## src/rtl/layer_seq_ctrl_if.sv

```systemverilog
// Bus between the layer sequencer and its surroundings: config/start in,
// buffer read/write strobes and the processing-unit stream out.
interface layer_seq_ctrl_if #(
    parameter int unsigned MAX_LAYERS = 4,
    parameter int unsigned LEN_W      = 10,
    parameter int unsigned LAYER_W    = 2
);
    logic                          start_i;
    logic [LAYER_W-1:0]            num_layers_i;
    logic [MAX_LAYERS*LEN_W-1:0]   in_len_i;
    logic [MAX_LAYERS*LEN_W-1:0]   out_len_i;
    logic                          prcss_done_i;

    logic                          busy_o;
    logic [LAYER_W-1:0]            layer_o;
    logic                          x_buf_en_o;
    logic [LEN_W-1:0]              x_buf_addr_o;
    logic                          temp_rd_en_o;
    logic                          temp_rd_bank_o;
    logic [LEN_W-1:0]              temp_rd_addr_o;
    logic                          temp_wr_en_o;
    logic                          temp_wr_bank_o;
    logic [LEN_W-1:0]              temp_wr_addr_o;
    logic                          w_buf_en_o;
    logic [LAYER_W-1:0]            w_buf_sel_o;
    logic [LEN_W-1:0]              w_buf_addr_o;
    logic                          x_buf_mux_o;
    logic                          prcss_start_o;
    logic                          prcss_valid_o;
    logic                          prcss_last_o;
    logic                          done_intr_o;
    logic                          done_led_o;

    modport master (
        input  start_i, num_layers_i, in_len_i, out_len_i, prcss_done_i,
        output busy_o, layer_o, x_buf_en_o, x_buf_addr_o,
               temp_rd_en_o, temp_rd_bank_o, temp_rd_addr_o,
               temp_wr_en_o, temp_wr_bank_o, temp_wr_addr_o,
               w_buf_en_o, w_buf_sel_o, w_buf_addr_o, x_buf_mux_o,
               prcss_start_o, prcss_valid_o, prcss_last_o, done_intr_o, done_led_o
    );

    modport slave (
        output start_i, num_layers_i, in_len_i, out_len_i, prcss_done_i,
        input  busy_o, layer_o, x_buf_en_o, x_buf_addr_o,
               temp_rd_en_o, temp_rd_bank_o, temp_rd_addr_o,
               temp_wr_en_o, temp_wr_bank_o, temp_wr_addr_o,
               w_buf_en_o, w_buf_sel_o, w_buf_addr_o, x_buf_mux_o,
               prcss_start_o, prcss_valid_o, prcss_last_o, done_intr_o, done_led_o
    );
endinterface

```

## src/rtl/layer_seq_ctrl.sv

```systemverilog
// Global sequencer for the fully-connected datapath: walks layers and neurons,
// streams input/weight reads to the processing unit and writes results back.
module layer_seq_ctrl #(
    parameter int unsigned MAX_LAYERS = 4,
    parameter int unsigned LEN_W      = 10,
    parameter int unsigned LAYER_W    = 2
) (
    input logic              clk,
    input logic              rst,
    layer_seq_ctrl_if.master bus
);
    typedef enum logic [2:0] {StIdle, StLayer, StStream, StWait, StWrite, StDone} state_e;

    state_e                      state_q, state_d;
    logic [LAYER_W-1:0]          num_layers_q;
    logic [LAYER_W-1:0]          layer_q, layer_d;
    logic [MAX_LAYERS*LEN_W-1:0] in_len_q, out_len_q;
    logic [LEN_W-1:0]            beat_q, beat_d;
    logic [LEN_W-1:0]            neuron_q, neuron_d;
    logic [LEN_W-1:0]            wa_q, wa_d;
    logic [LEN_W-1:0]            cur_in_len, cur_out_len;
    logic                        rd_bank_q, rd_bank_d;
    logic                        wr_bank_q, wr_bank_d;
    logic                        mux_q, mux_d;
    logic                        led_q, led_d;
    logic                        busy_q, x_en_q, t_en_q, w_en_q, wr_en_q;
    logic                        start_q, valid_q, last_q, intr_q;

    assign cur_in_len  = in_len_q[layer_q*LEN_W +: LEN_W];
    assign cur_out_len = out_len_q[layer_q*LEN_W +: LEN_W];

    always_comb begin
        state_d   = state_q;
        layer_d   = layer_q;
        beat_d    = beat_q;
        neuron_d  = neuron_q;
        wa_d      = wa_q;
        rd_bank_d = rd_bank_q;
        wr_bank_d = wr_bank_q;
        mux_d     = mux_q;
        led_d     = led_q;
        unique case (state_q)
            StIdle: begin
                if (bus.start_i) begin
                    layer_d   = '0;
                    rd_bank_d = 1'b0;
                    wr_bank_d = 1'b0;
                    mux_d     = 1'b0;
                    led_d     = 1'b0;
                    state_d   = StLayer;
                end
            end
            StLayer: begin
                neuron_d  = '0;
                beat_d    = '0;
                wa_d      = '0;
                rd_bank_d = ~layer_q[0];
                wr_bank_d = layer_q[0];
                mux_d     = (layer_q != '0);
                state_d   = StStream;
            end
            StStream: begin
                // Weight address runs across neurons; only LAYER rewinds it.
                wa_d = wa_q + LEN_W'(1);
                if (beat_q == cur_in_len) begin
                    state_d = StWait;
                end else begin
                    beat_d = beat_q + LEN_W'(1);
                end
            end
            StWait: begin
                if (bus.prcss_done_i) begin
                    state_d = StWrite;
                end
            end
            StWrite: begin
                if (neuron_q < cur_out_len) begin
                    neuron_d = neuron_q + LEN_W'(1);
                    beat_d   = '0;
                    state_d  = StStream;
                end else if (layer_q < num_layers_q) begin
                    layer_d = layer_q + LAYER_W'(1);
                    state_d = StLayer;
                end else begin
                    led_d   = 1'b1;
                    state_d = StDone;
                end
            end
            StDone: begin
                state_d = StIdle;
            end
            default: state_d = StIdle;
        endcase
    end

    always_ff @(posedge clk) begin
        if (rst) begin
            state_q      <= StIdle;
            num_layers_q <= '0;
            in_len_q     <= '0;
            out_len_q    <= '0;
            layer_q      <= '0;
            beat_q       <= '0;
            neuron_q     <= '0;
            wa_q         <= '0;
            rd_bank_q    <= 1'b0;
            wr_bank_q    <= 1'b0;
            mux_q        <= 1'b0;
            led_q        <= 1'b0;
            busy_q       <= 1'b0;
            x_en_q       <= 1'b0;
            t_en_q       <= 1'b0;
            w_en_q       <= 1'b0;
            wr_en_q      <= 1'b0;
            start_q      <= 1'b0;
            valid_q      <= 1'b0;
            last_q       <= 1'b0;
            intr_q       <= 1'b0;
        end else begin
            if (state_q == StIdle && bus.start_i) begin
                num_layers_q <= bus.num_layers_i;
                in_len_q     <= bus.in_len_i;
                out_len_q    <= bus.out_len_i;
            end
            state_q   <= state_d;
            layer_q   <= layer_d;
            beat_q    <= beat_d;
            neuron_q  <= neuron_d;
            wa_q      <= wa_d;
            rd_bank_q <= rd_bank_d;
            wr_bank_q <= wr_bank_d;
            mux_q     <= mux_d;
            led_q     <= led_d;
            busy_q    <= (state_d != StIdle);
            x_en_q    <= (state_d == StStream) && (layer_d == '0);
            t_en_q    <= (state_d == StStream) && (layer_d != '0);
            w_en_q    <= (state_d == StStream);
            wr_en_q   <= (state_d == StWrite);
            intr_q    <= (state_d == StDone);
            // Stream strobes trail the issued read by one cycle to meet the data.
            valid_q   <= (state_q == StStream);
            start_q   <= (state_q == StStream) && (beat_q == '0);
            last_q    <= (state_q == StStream) && (beat_q == cur_in_len);
        end
    end

    assign bus.busy_o         = busy_q;
    assign bus.layer_o        = layer_q;
    assign bus.x_buf_en_o     = x_en_q;
    assign bus.x_buf_addr_o   = beat_q;
    assign bus.temp_rd_en_o   = t_en_q;
    assign bus.temp_rd_bank_o = rd_bank_q;
    assign bus.temp_rd_addr_o = beat_q;
    assign bus.temp_wr_en_o   = wr_en_q;
    assign bus.temp_wr_bank_o = wr_bank_q;
    assign bus.temp_wr_addr_o = neuron_q;
    assign bus.w_buf_en_o     = w_en_q;
    assign bus.w_buf_sel_o    = layer_q;
    assign bus.w_buf_addr_o   = wa_q;
    assign bus.x_buf_mux_o    = mux_q;
    assign bus.prcss_start_o  = start_q;
    assign bus.prcss_valid_o  = valid_q;
    assign bus.prcss_last_o   = last_q;
    assign bus.done_intr_o    = intr_q;
    assign bus.done_led_o     = led_q;
endmodule

```

## src/flat_wrapper.sv

```systemverilog
// flat-port wrapper written by rule: the top's interface ports become plain ports
module layer_seq_ctrl_flat 
#(
    parameter int unsigned MAX_LAYERS = 4,
    parameter int unsigned LEN_W      = 10,
    parameter int unsigned LAYER_W    = 2
)
  (clk, rst, bus_start_i, bus_num_layers_i, bus_in_len_i, bus_out_len_i, bus_prcss_done_i, bus_busy_o, bus_layer_o, bus_x_buf_en_o, bus_x_buf_addr_o, bus_temp_rd_en_o, bus_temp_rd_bank_o, bus_temp_rd_addr_o, bus_temp_wr_en_o, bus_temp_wr_bank_o, bus_temp_wr_addr_o, bus_w_buf_en_o, bus_w_buf_sel_o, bus_w_buf_addr_o, bus_x_buf_mux_o, bus_prcss_start_o, bus_prcss_valid_o, bus_prcss_last_o, bus_done_intr_o, bus_done_led_o);
  layer_seq_ctrl_if #(.MAX_LAYERS(MAX_LAYERS), .LEN_W(LEN_W), .LAYER_W(LAYER_W)) bus_i ();
  input logic clk;
  input logic rst;
  input wire logic [$bits(bus_i.start_i)-1:0] bus_start_i;
  input wire logic [$bits(bus_i.num_layers_i)-1:0] bus_num_layers_i;
  input wire logic [$bits(bus_i.in_len_i)-1:0] bus_in_len_i;
  input wire logic [$bits(bus_i.out_len_i)-1:0] bus_out_len_i;
  input wire logic [$bits(bus_i.prcss_done_i)-1:0] bus_prcss_done_i;
  output wire logic [$bits(bus_i.busy_o)-1:0] bus_busy_o;
  output wire logic [$bits(bus_i.layer_o)-1:0] bus_layer_o;
  output wire logic [$bits(bus_i.x_buf_en_o)-1:0] bus_x_buf_en_o;
  output wire logic [$bits(bus_i.x_buf_addr_o)-1:0] bus_x_buf_addr_o;
  output wire logic [$bits(bus_i.temp_rd_en_o)-1:0] bus_temp_rd_en_o;
  output wire logic [$bits(bus_i.temp_rd_bank_o)-1:0] bus_temp_rd_bank_o;
  output wire logic [$bits(bus_i.temp_rd_addr_o)-1:0] bus_temp_rd_addr_o;
  output wire logic [$bits(bus_i.temp_wr_en_o)-1:0] bus_temp_wr_en_o;
  output wire logic [$bits(bus_i.temp_wr_bank_o)-1:0] bus_temp_wr_bank_o;
  output wire logic [$bits(bus_i.temp_wr_addr_o)-1:0] bus_temp_wr_addr_o;
  output wire logic [$bits(bus_i.w_buf_en_o)-1:0] bus_w_buf_en_o;
  output wire logic [$bits(bus_i.w_buf_sel_o)-1:0] bus_w_buf_sel_o;
  output wire logic [$bits(bus_i.w_buf_addr_o)-1:0] bus_w_buf_addr_o;
  output wire logic [$bits(bus_i.x_buf_mux_o)-1:0] bus_x_buf_mux_o;
  output wire logic [$bits(bus_i.prcss_start_o)-1:0] bus_prcss_start_o;
  output wire logic [$bits(bus_i.prcss_valid_o)-1:0] bus_prcss_valid_o;
  output wire logic [$bits(bus_i.prcss_last_o)-1:0] bus_prcss_last_o;
  output wire logic [$bits(bus_i.done_intr_o)-1:0] bus_done_intr_o;
  output wire logic [$bits(bus_i.done_led_o)-1:0] bus_done_led_o;
  assign bus_i.start_i = bus_start_i;
  assign bus_i.num_layers_i = bus_num_layers_i;
  assign bus_i.in_len_i = bus_in_len_i;
  assign bus_i.out_len_i = bus_out_len_i;
  assign bus_i.prcss_done_i = bus_prcss_done_i;
  assign bus_busy_o = bus_i.busy_o;
  assign bus_layer_o = bus_i.layer_o;
  assign bus_x_buf_en_o = bus_i.x_buf_en_o;
  assign bus_x_buf_addr_o = bus_i.x_buf_addr_o;
  assign bus_temp_rd_en_o = bus_i.temp_rd_en_o;
  assign bus_temp_rd_bank_o = bus_i.temp_rd_bank_o;
  assign bus_temp_rd_addr_o = bus_i.temp_rd_addr_o;
  assign bus_temp_wr_en_o = bus_i.temp_wr_en_o;
  assign bus_temp_wr_bank_o = bus_i.temp_wr_bank_o;
  assign bus_temp_wr_addr_o = bus_i.temp_wr_addr_o;
  assign bus_w_buf_en_o = bus_i.w_buf_en_o;
  assign bus_w_buf_sel_o = bus_i.w_buf_sel_o;
  assign bus_w_buf_addr_o = bus_i.w_buf_addr_o;
  assign bus_x_buf_mux_o = bus_i.x_buf_mux_o;
  assign bus_prcss_start_o = bus_i.prcss_start_o;
  assign bus_prcss_valid_o = bus_i.prcss_valid_o;
  assign bus_prcss_last_o = bus_i.prcss_last_o;
  assign bus_done_intr_o = bus_i.done_intr_o;
  assign bus_done_led_o = bus_i.done_led_o;
  layer_seq_ctrl #(.MAX_LAYERS(MAX_LAYERS), .LEN_W(LEN_W), .LAYER_W(LAYER_W)) u_core (.clk(clk), .rst(rst), .bus(bus_i));
endmodule
```

## config.mk

```make
export PLATFORM = sky130hd
export DESIGN_NAME = layer_seq_ctrl_flat
export DESIGN_NICKNAME = d
export VERILOG_FILES = /design/src/rtl/layer_seq_ctrl_if.sv /design/src/rtl/layer_seq_ctrl.sv /design/src/flat_wrapper.sv
export SDC_FILE = /design/constraint.sdc
export NUM_CORES = 1
export LEC_CHECK = 0
export ABC_CLOCK_PERIOD_IN_PS = 4200
export CORE_AREA = 3 3 97 136
export DETAILED_ROUTE_END_ITERATION = 16
export DIE_AREA = 0 0 100 139
export PLACE_DENSITY = 0.79
export SLEW_MARGIN = 25
export SYNTH_ARGS = -nofsm -noshare
export SYNTH_HDL_FRONTEND = slang
export SYNTH_SLANG_ARGS = --single-unit
```

## constraint.sdc

```tcl
create_clock -name clk -period 4.2 [get_ports clk]
set_clock_uncertainty 0.2 [all_clocks]
set_input_delay 0.63 -clock clk [delete_from_list [all_inputs] [get_ports clk]]
set_output_delay 0.63 -clock clk [all_outputs]
set_load 0.1 [all_outputs]
```

==> results.py, run 1 <==
metrics = {
    "outcome": {
        "status": "finished clean",
    },
    "route": {
        "wirelength_mm": 15.97,
        "vias": 5568,
        "drt_first_iter_violations": 238,
        "ant_nets": 0,
        "avgRoutedWirePerCell_um": 16.04,
        "vias_per_cell": 5.590,
        "drt_pass1_iterations": 7,
        "drc_errors": 0,
    },
    "sta": {
        "hold_viol": 0,
        "slew_headroom": 0.3286,
        "finalCriticalPeriod_ns": 3.579,
        "worst_pin_slew_ns": 1.004,
        "fin_crit_sh": 0.8521,
        "worst_slack_ns": 0.6213,
        "grt_setup_unrepaired": "no",
        "finalSetupTns_ns": 0,
        "maxSlewViolCount": 0,
        "setup_violations": 0,
        "max_freq_ghz": 0.2794,
    },
    "finish": {
        "drive_gt1_frac": 0.08511,
        "diodes": 0,
        "layout_common_cells": "182 x nand2_1, 137 x clkdlybuf4s50_1, 129 x dfxtp_1",
        "final_nets": 938,
        "synthToLayoutAreaGrowth_pct": 31.87,
        "mostFrequentLayoutCell": "nand2_1",
    },
    "critical_path": {
        "crit_path_end_kind": "register",
        "path_max_fanout": 13,
        "crit_type": "register to register",
        "reg2reg_depth": 10,
        "reg2reg_to": "u_core.bus.busy_o$_SDFF_PP0_",
        "reg2reg_slack_ns": 0.62,
        "worstPathRequired_ns": 4.29,
        "critPathArrivalTime_ns": 3.67,
        "cp-start-kind": "register",
        "startpoint": "u_core.bus.layer_o[0]$_SDFF_PP0_",
        "rr_startpoint": "u_core.bus.layer_o[0]$_SDFF_PP0_",
    },
    "hold_path": {
        "worstHoldEndpoint": "u_core.num_layers_q[0]$_SDFFE_PP0P_",
        "hold_depth": 2,
        "holdCritStartpoint": "u_core.num_layers_q[0]$_SDFFE_PP0P_",
        "hp-class": "register to register",
    },
    "synthesis": {
        "synth_seq_cells": 130,
        "synth_top_family_by_area": "simple AND/OR/NAND/NOR gates",
        "synthXorXnorAreaFrac": 0.02613,
        "postSynth.asyncResetShare": 0,
        "synth_top_flop_cell": "dfxtp_1",
        "syn_area_um2": 6033,
        "synth_fa_ha_area_frac": 0.03111,
        "yosys.area_share.simple": 0.2250,
        "synth.net_count": 831,
        "synth.avg_cell_area_um2": 8.265,
        "syn_inst": 730,
        "yosys_warnings": 0,
        "yosysUniqueCellTypes": 55,
        "synth_compound_area_frac": 0.1439,
        "synth-edff-count": 0,
        "synthMuxAreaShare": 0.08295,
        "ys_seq_area_frac": 0.4314,
    },
    "cts": {
        "cts_made_buffers": 17,
        "clock_latency_ns": 0.42,
        "cts.clk_slew.worst_paths_ns": 0.05,
        "post-cts-setup-buffer-count": 0,
        "root_buffer": "clkbuf_16",
        "cts_sinks": 130,
        "hold_buffers": 0,
        "h-tree-depth": 4,
        "ctsResizeCount": 0,
        "clockBufferDepth": 2,
        "cts_tree": "done",
    },
    "power_and_ir_drop": {
        "p_leak_nw": 2.957,
        "peakVddDrop_uv": 265.9,
        "power_density_nw_per_um2": 409.6,
    },
    "floorplanning": {
        "ios": 143,
        "dieArea_um2": 13900,
        "initial_core_util": 0.4949,
        "rows": 48,
        "core_area_um2": 12190,
        "die_y_um": 139,
        "die_x_um": 100,
    },
    "job": {
        "cap_violations": 0,
    },
    "place": {
        "pre_cts_ws_ns": 0.6811,
        "io_buffers": 142,
        "dp_hpwl_mm": 11.48,
        "gp_congestion": 0.8782,
    },
    "global_route": {
        "grt_usage": 0.2317,
        "grt_max_degree": 72,
        "grt_overflow": 0,
        "grt_first_pass_wirelength_mm": 25.97,
        "grt_pass1_vias": 5462,
        "antenna_found_initial": 0,
    },
}
==> cell families after synthesis <==
family	Yosys count
compound gates	150
fa+ha+maj	15
flops	130
simple gates	310
mux	28
buf+inv	79
xor+xnor	18
==> cell usage after synthesis (2+ instances only) <==
master	n	share of area
a211o_1	3	0.0044
a21o_1	5	0.0062
a21oi_1	103	0.085
a221o_1	2	0.0033
a31o_2	3	0.0044
a31oi_1	4	0.0041
and2_1	2	0.0021
and3_1	7	0.0073
and4_1	2	0.0029
buf_1	10	0.0062
buf_2	2	0.0017
buf_4	12	0.015
buf_6	2	0.0037
clkbuf_1	35	0.022
dfxtp_1	130	0.43
ha_1	15	0.031
inv_1	18	0.011
mux2_2	3	0.0056
mux2i_1	8	0.013
mux4_2	16	0.060
nand2_1	182	0.11
nand3_1	23	0.019
nand4_1	8	0.0083
nor2_1	51	0.032
nor2b_1	3	0.0031
nor3_1	9	0.0075
nor3b_1	3	0.0037
nor4_1	4	0.0041
nor4b_1	2	0.0029
o211ai_1	4	0.0050
o21a_1	3	0.0037
o21ai_0	10	0.0083
o21ai_1	2	0.0017
o2bb2ai_1	2	0.0029
or2_2	4	0.0041
or3_1	2	0.0021
or3b_2	2	0.0029
xnor2_1	16	0.023
xor2_1	2	0.0029
==> critical path: stages (launching register included) <==
cell	delay, ns
dfxtp_2	0.57
mux4_2	0.57
inv_1	0.08
ha_1	0.16
a211o_1	0.13
a31oi_1	0.04
nor3_1	0.74
or2_0	0.43
a21o_1	0.23
inv_1	0.08
a211o_1	0.23
==> routing by layer <==
layer  global-route usage  vias to the layer above  wire length (µm)
li1                     -                     2695                 -
met3              0.04529                       38               779
met2               0.3964                      193              8337
met1               0.2748                     2642              6407
met4               0.1114                        0               446
met5                    0                        -                 0
==> sequential cells by signal, indices dropped and copies added, names as in the netlist <==
| register | flops |
|---|---|
| u_core.bus.prcss_start_o | 1 |
| u_core.bus.prcss_valid_o | 1 |
| u_core.bus.layer_o | 2 |
| u_core.out_len_q | 40 |
| u_core.state_q | 3 |
| u_core.bus.x_buf_mux_o | 1 |
| u_core.bus.busy_o | 1 |
| u_core.bus.w_buf_en_o | 1 |
| u_core.bus.done_intr_o | 1 |
| u_core.num_layers_q | 2 |
| u_core.bus.temp_rd_en_o | 1 |
| u_core.in_len_q | 40 |
| u_core.bus.temp_wr_addr_o | 10 |
| u_core.bus.w_buf_addr_o | 10 |
| u_core.bus.done_led_o | 1 |
| u_core.bus.temp_rd_addr_o | 10 |
| u_core.bus.prcss_last_o | 1 |
| u_core.bus.temp_wr_bank_o | 1 |
| u_core.bus.temp_wr_en_o | 1 |
| u_core.bus.temp_rd_bank_o | 1 |
| u_core.bus.x_buf_en_o | 1 |
==> worst max-delay path by stage <==
stage	end	slack (ns)	depth (start not counted)
4_1_cts	u_core.bus.busy_o$_SDFF_PP0_	0.62	10
3_5_place_dp	u_core.bus.busy_o$_SDFF_PP0_	0.68	10
3_3_place_gp	u_core.bus.busy_o$_SDFF_PP0_	0.78	10
5_1_grt	u_core.bus.busy_o$_SDFF_PP0_	0.34	10
6_report	u_core.bus.busy_o$_SDFF_PP0_	0.62	10
2_1_floorplan	u_core.bus.x_buf_en_o$_SDFF_PP0_	0.02	13
==> report_power, final <==
group          internal, mW  leakage [nW]  total, mW  switching, mW
Clock                 0.903         0.274       1.40          0.493
Sequential             1.31          1.06       1.36         0.0461
Combinational         0.197          1.62      0.507          0.309
Total                  2.41          2.96       3.26          0.849
==> through the flow <==
step	instance area [µm²]	hold WS (ns)	utilization	total power [mW]	instances
final	7956	0.2527	0.6526	3.259	996
after global routing	7956	0.2753	0.6526	3.379	996
after CTS	7956	0.2553	0.6526	3.270	996
after detailed placement	7400	0.2482	0.6069	1.883	968
after global placement	7400	0.2397	0.6069	1.866	968
after floorplan	6035	0.2315	-	1.705	730
==> cell type report <==
cell class                      instances  area (µm²)
Fill cell                             983        4235
Multi-Input combinational cell        521        3079
Sequential cell                       130        2604
Timing Repair Buffer                  149        1461
Clock buffer                           22       474.2
Tap cell                              150       187.7
Clock inverter                          6       82.58
Inverter                               18       67.56
Note: power is estimated with default switching activity, not from simulation.
==> run 2: changes to the inputs <==
Settings changed: CTS_CLUSTER_DIAMETER set to 40.
==> results of run 2 <==
Same layout as run 1: the final DEF is identical, and so are final timing and power.
==> run 3: changes to the inputs <==
Settings changed: SETUP_SLACK_MARGIN set to 0.15.
==> results.py, run 3 (synthesis gave the netlist of run 1 again) <==
metrics = {
    "route": {
        "vias_per_cell": 5.586,
        "vias": 5569,
        "avgRoutedWirePerCell_um": 15.74,
        "drt_first_iter_violations": 291,
        "wirelength_mm": 15.69,
        "drt_pass1_iterations": 5,
        "drc_errors": 0,
        "ant_nets": 0,
    },
    "critical_path": {
        "startpoint": "u_core.bus.layer_o[0]$_SDFF_PP0_",
        "crit_type": "register to register",
        "worstPathRequired_ns": 4.29,
        "cpPeakStageDelay_ns": 0.67,
        "path_max_fanout": 19,
        "slowest_stage": "dfxtp_2",
        "crit_path_end_kind": "register",
        "crit_chain": "mux4_2 -> inv_1 -> ha_1 -> nand3_1 -> or3_1 -> o2111ai_2 -> or2_0 -> a21o_1 -> inv_1 -> a211o_1",
        "cp-start-kind": "register",
        "rr_startpoint": "u_core.bus.layer_o[0]$_SDFF_PP0_",
        "critPathArrivalTime_ns": 3.66,
        "reg2reg_depth": 10,
        "cp_common_cell": "inv_1",
    },
    "global_route": {
        "grt-busiest-layer": "met2",
        "use_met1": 0.2687,
        "grt_pass1_vias": 5599,
        "antenna_found_initial": 0,
        "grt_overflow": 0,
        "grt_first_pass_wirelength_mm": 26.01,
        "met2_usage": 0.4003,
        "grt_usage": 0.2283,
        "grt_max_degree": 93,
        "use_met3": 0.04429,
    },
    "hold_path": {
        "holdCritStartpoint": "u_core.in_len_q[11]$_SDFFE_PP0P_",
        "hp-class": "register to register",
        "hold_depth": 2,
    },
    "finish": {
        "finalCoreUtilization": 0.6541,
        "diodes": 0,
        "drive_gt1_frac": 0.08737,
        "fin_cells": 997,
        "layout_common_cells": "182 x nand2_1, 139 x clkdlybuf4s50_1, 128 x dfxtp_1",
        "mostFrequentLayoutCell": "nand2_1",
        "final_nets": 936,
        "reg_top3": "u_core.in_len_q (40), u_core.out_len_q (40)",
        "synthToLayoutAreaGrowth_pct": 32.19,
        "postLayoutCellArea_um2": 7975,
    },
    "cts": {
        "clock_latency_ns": 0.41,
        "clockBufferDepth": 2,
        "cts.clk_slew.worst_paths_ns": 0.06,
        "cts_made_buffers": 17,
        "post-cts-setup-buffer-count": 0,
        "ctsResizeCount": 0,
        "h-tree-depth": 4,
        "cts_tree": "done",
        "hold_buffers": 0,
        "root_buffer": "clkbuf_16",
        "cts_sinks": 130,
    },
    "job": {
        "cap_violations": 0,
    },
    "sta": {
        "maxSlewViolCount": 0,
        "hold_viol": 0,
        "grt_setup_unrepaired": "no",
        "max_freq_ghz": 0.2800,
        "slew_headroom": 0.3066,
        "setup_violations": 0,
        "worst_pin_slew_ns": 1.037,
        "whs_ns": 0.2563,
        "finalCriticalPeriod_ns": 3.571,
        "fin_crit_sh": 0.8503,
        "finalSetupTns_ns": 0,
        "worst_slack_ns": 0.6286,
    },
    "floorplanning": {
        "initial_core_util": 0.4949,
        "ios": 143,
        "core_area_um2": 12190,
        "dieArea_um2": 13900,
        "rows": 48,
        "die_x_um": 100,
        "die_y_um": 139,
    },
    "power_and_ir_drop": {
        "peakVddDrop_uv": 269.1,
        "p_leak_nw": 2.934,
        "p_total_mw": 3.292,
        "power_density_nw_per_um2": 412.8,
    },
    "place": {
        "io_buffers": 142,
        "placedCellCount": 966,
        "pre_cts_ws_ns": 0.4616,
        "gp_congestion": 0.8425,
        "dp_hpwl_mm": 11.45,
        "dpl-instance-area_um2": 7391,
    },
    "outcome": {
        "status": "finished clean",
    },
}
[run 3: worst max-delay path, delay by kind of cell (launching register included)]
family / cells / cell delay (ns)
simple gates: 3 / 0.90
compound gates: 3 / 0.83
flops: 1 / 0.67
mux: 1 / 0.58
buf+inv: 2 / 0.14
fa+ha+maj: 1 / 0.13
[run 3: final cells by class]
type                            instances  area (µm²)
Inverter                               18       67.56
Timing Repair Buffer                  147        1451
Tap cell                              150       187.7
Fill cell                             995        4217
Clock buffer                           19       442.9
Multi-Input combinational cell        521        3084
Clock inverter                         12       136.4
Sequential cell                       130        2605
[run 3: per-layer routing]
| layer | part of all wire | wire [µm] | up-vias |
|---|---|---|---|
| met5 | 0 | 0 | - |
| met2 | 0.53 | 8274 | 185 |
| met4 | 0.021 | 332 | 0 |
| li1 | - | - | 2703 |
| met3 | 0.058 | 905 | 27 |
| met1 | 0.39 | 6178 | 2654 |
[run 3: final timing paths]
| kind | to | slack (ns) |
|---|---|---|
| worst max-delay path | u_core.bus.busy_o$_SDFF_PP0_ | 0.63 |
| worst min-delay path | u_core.in_len_q[11]$_SDFFE_PP0P_ | 0.26 |
| worst max register to register | u_core.bus.busy_o$_SDFF_PP0_ | 0.63 |
| worst min register to register | u_core.in_len_q[11]$_SDFFE_PP0P_ | 0.26 |
[run 3: power breakdown]
group          internal, mW  switching, mW  leakage (nW)
clock                 0.886          0.552         0.263
combinational         0.196          0.305          1.61
sequential             1.31         0.0440          1.06
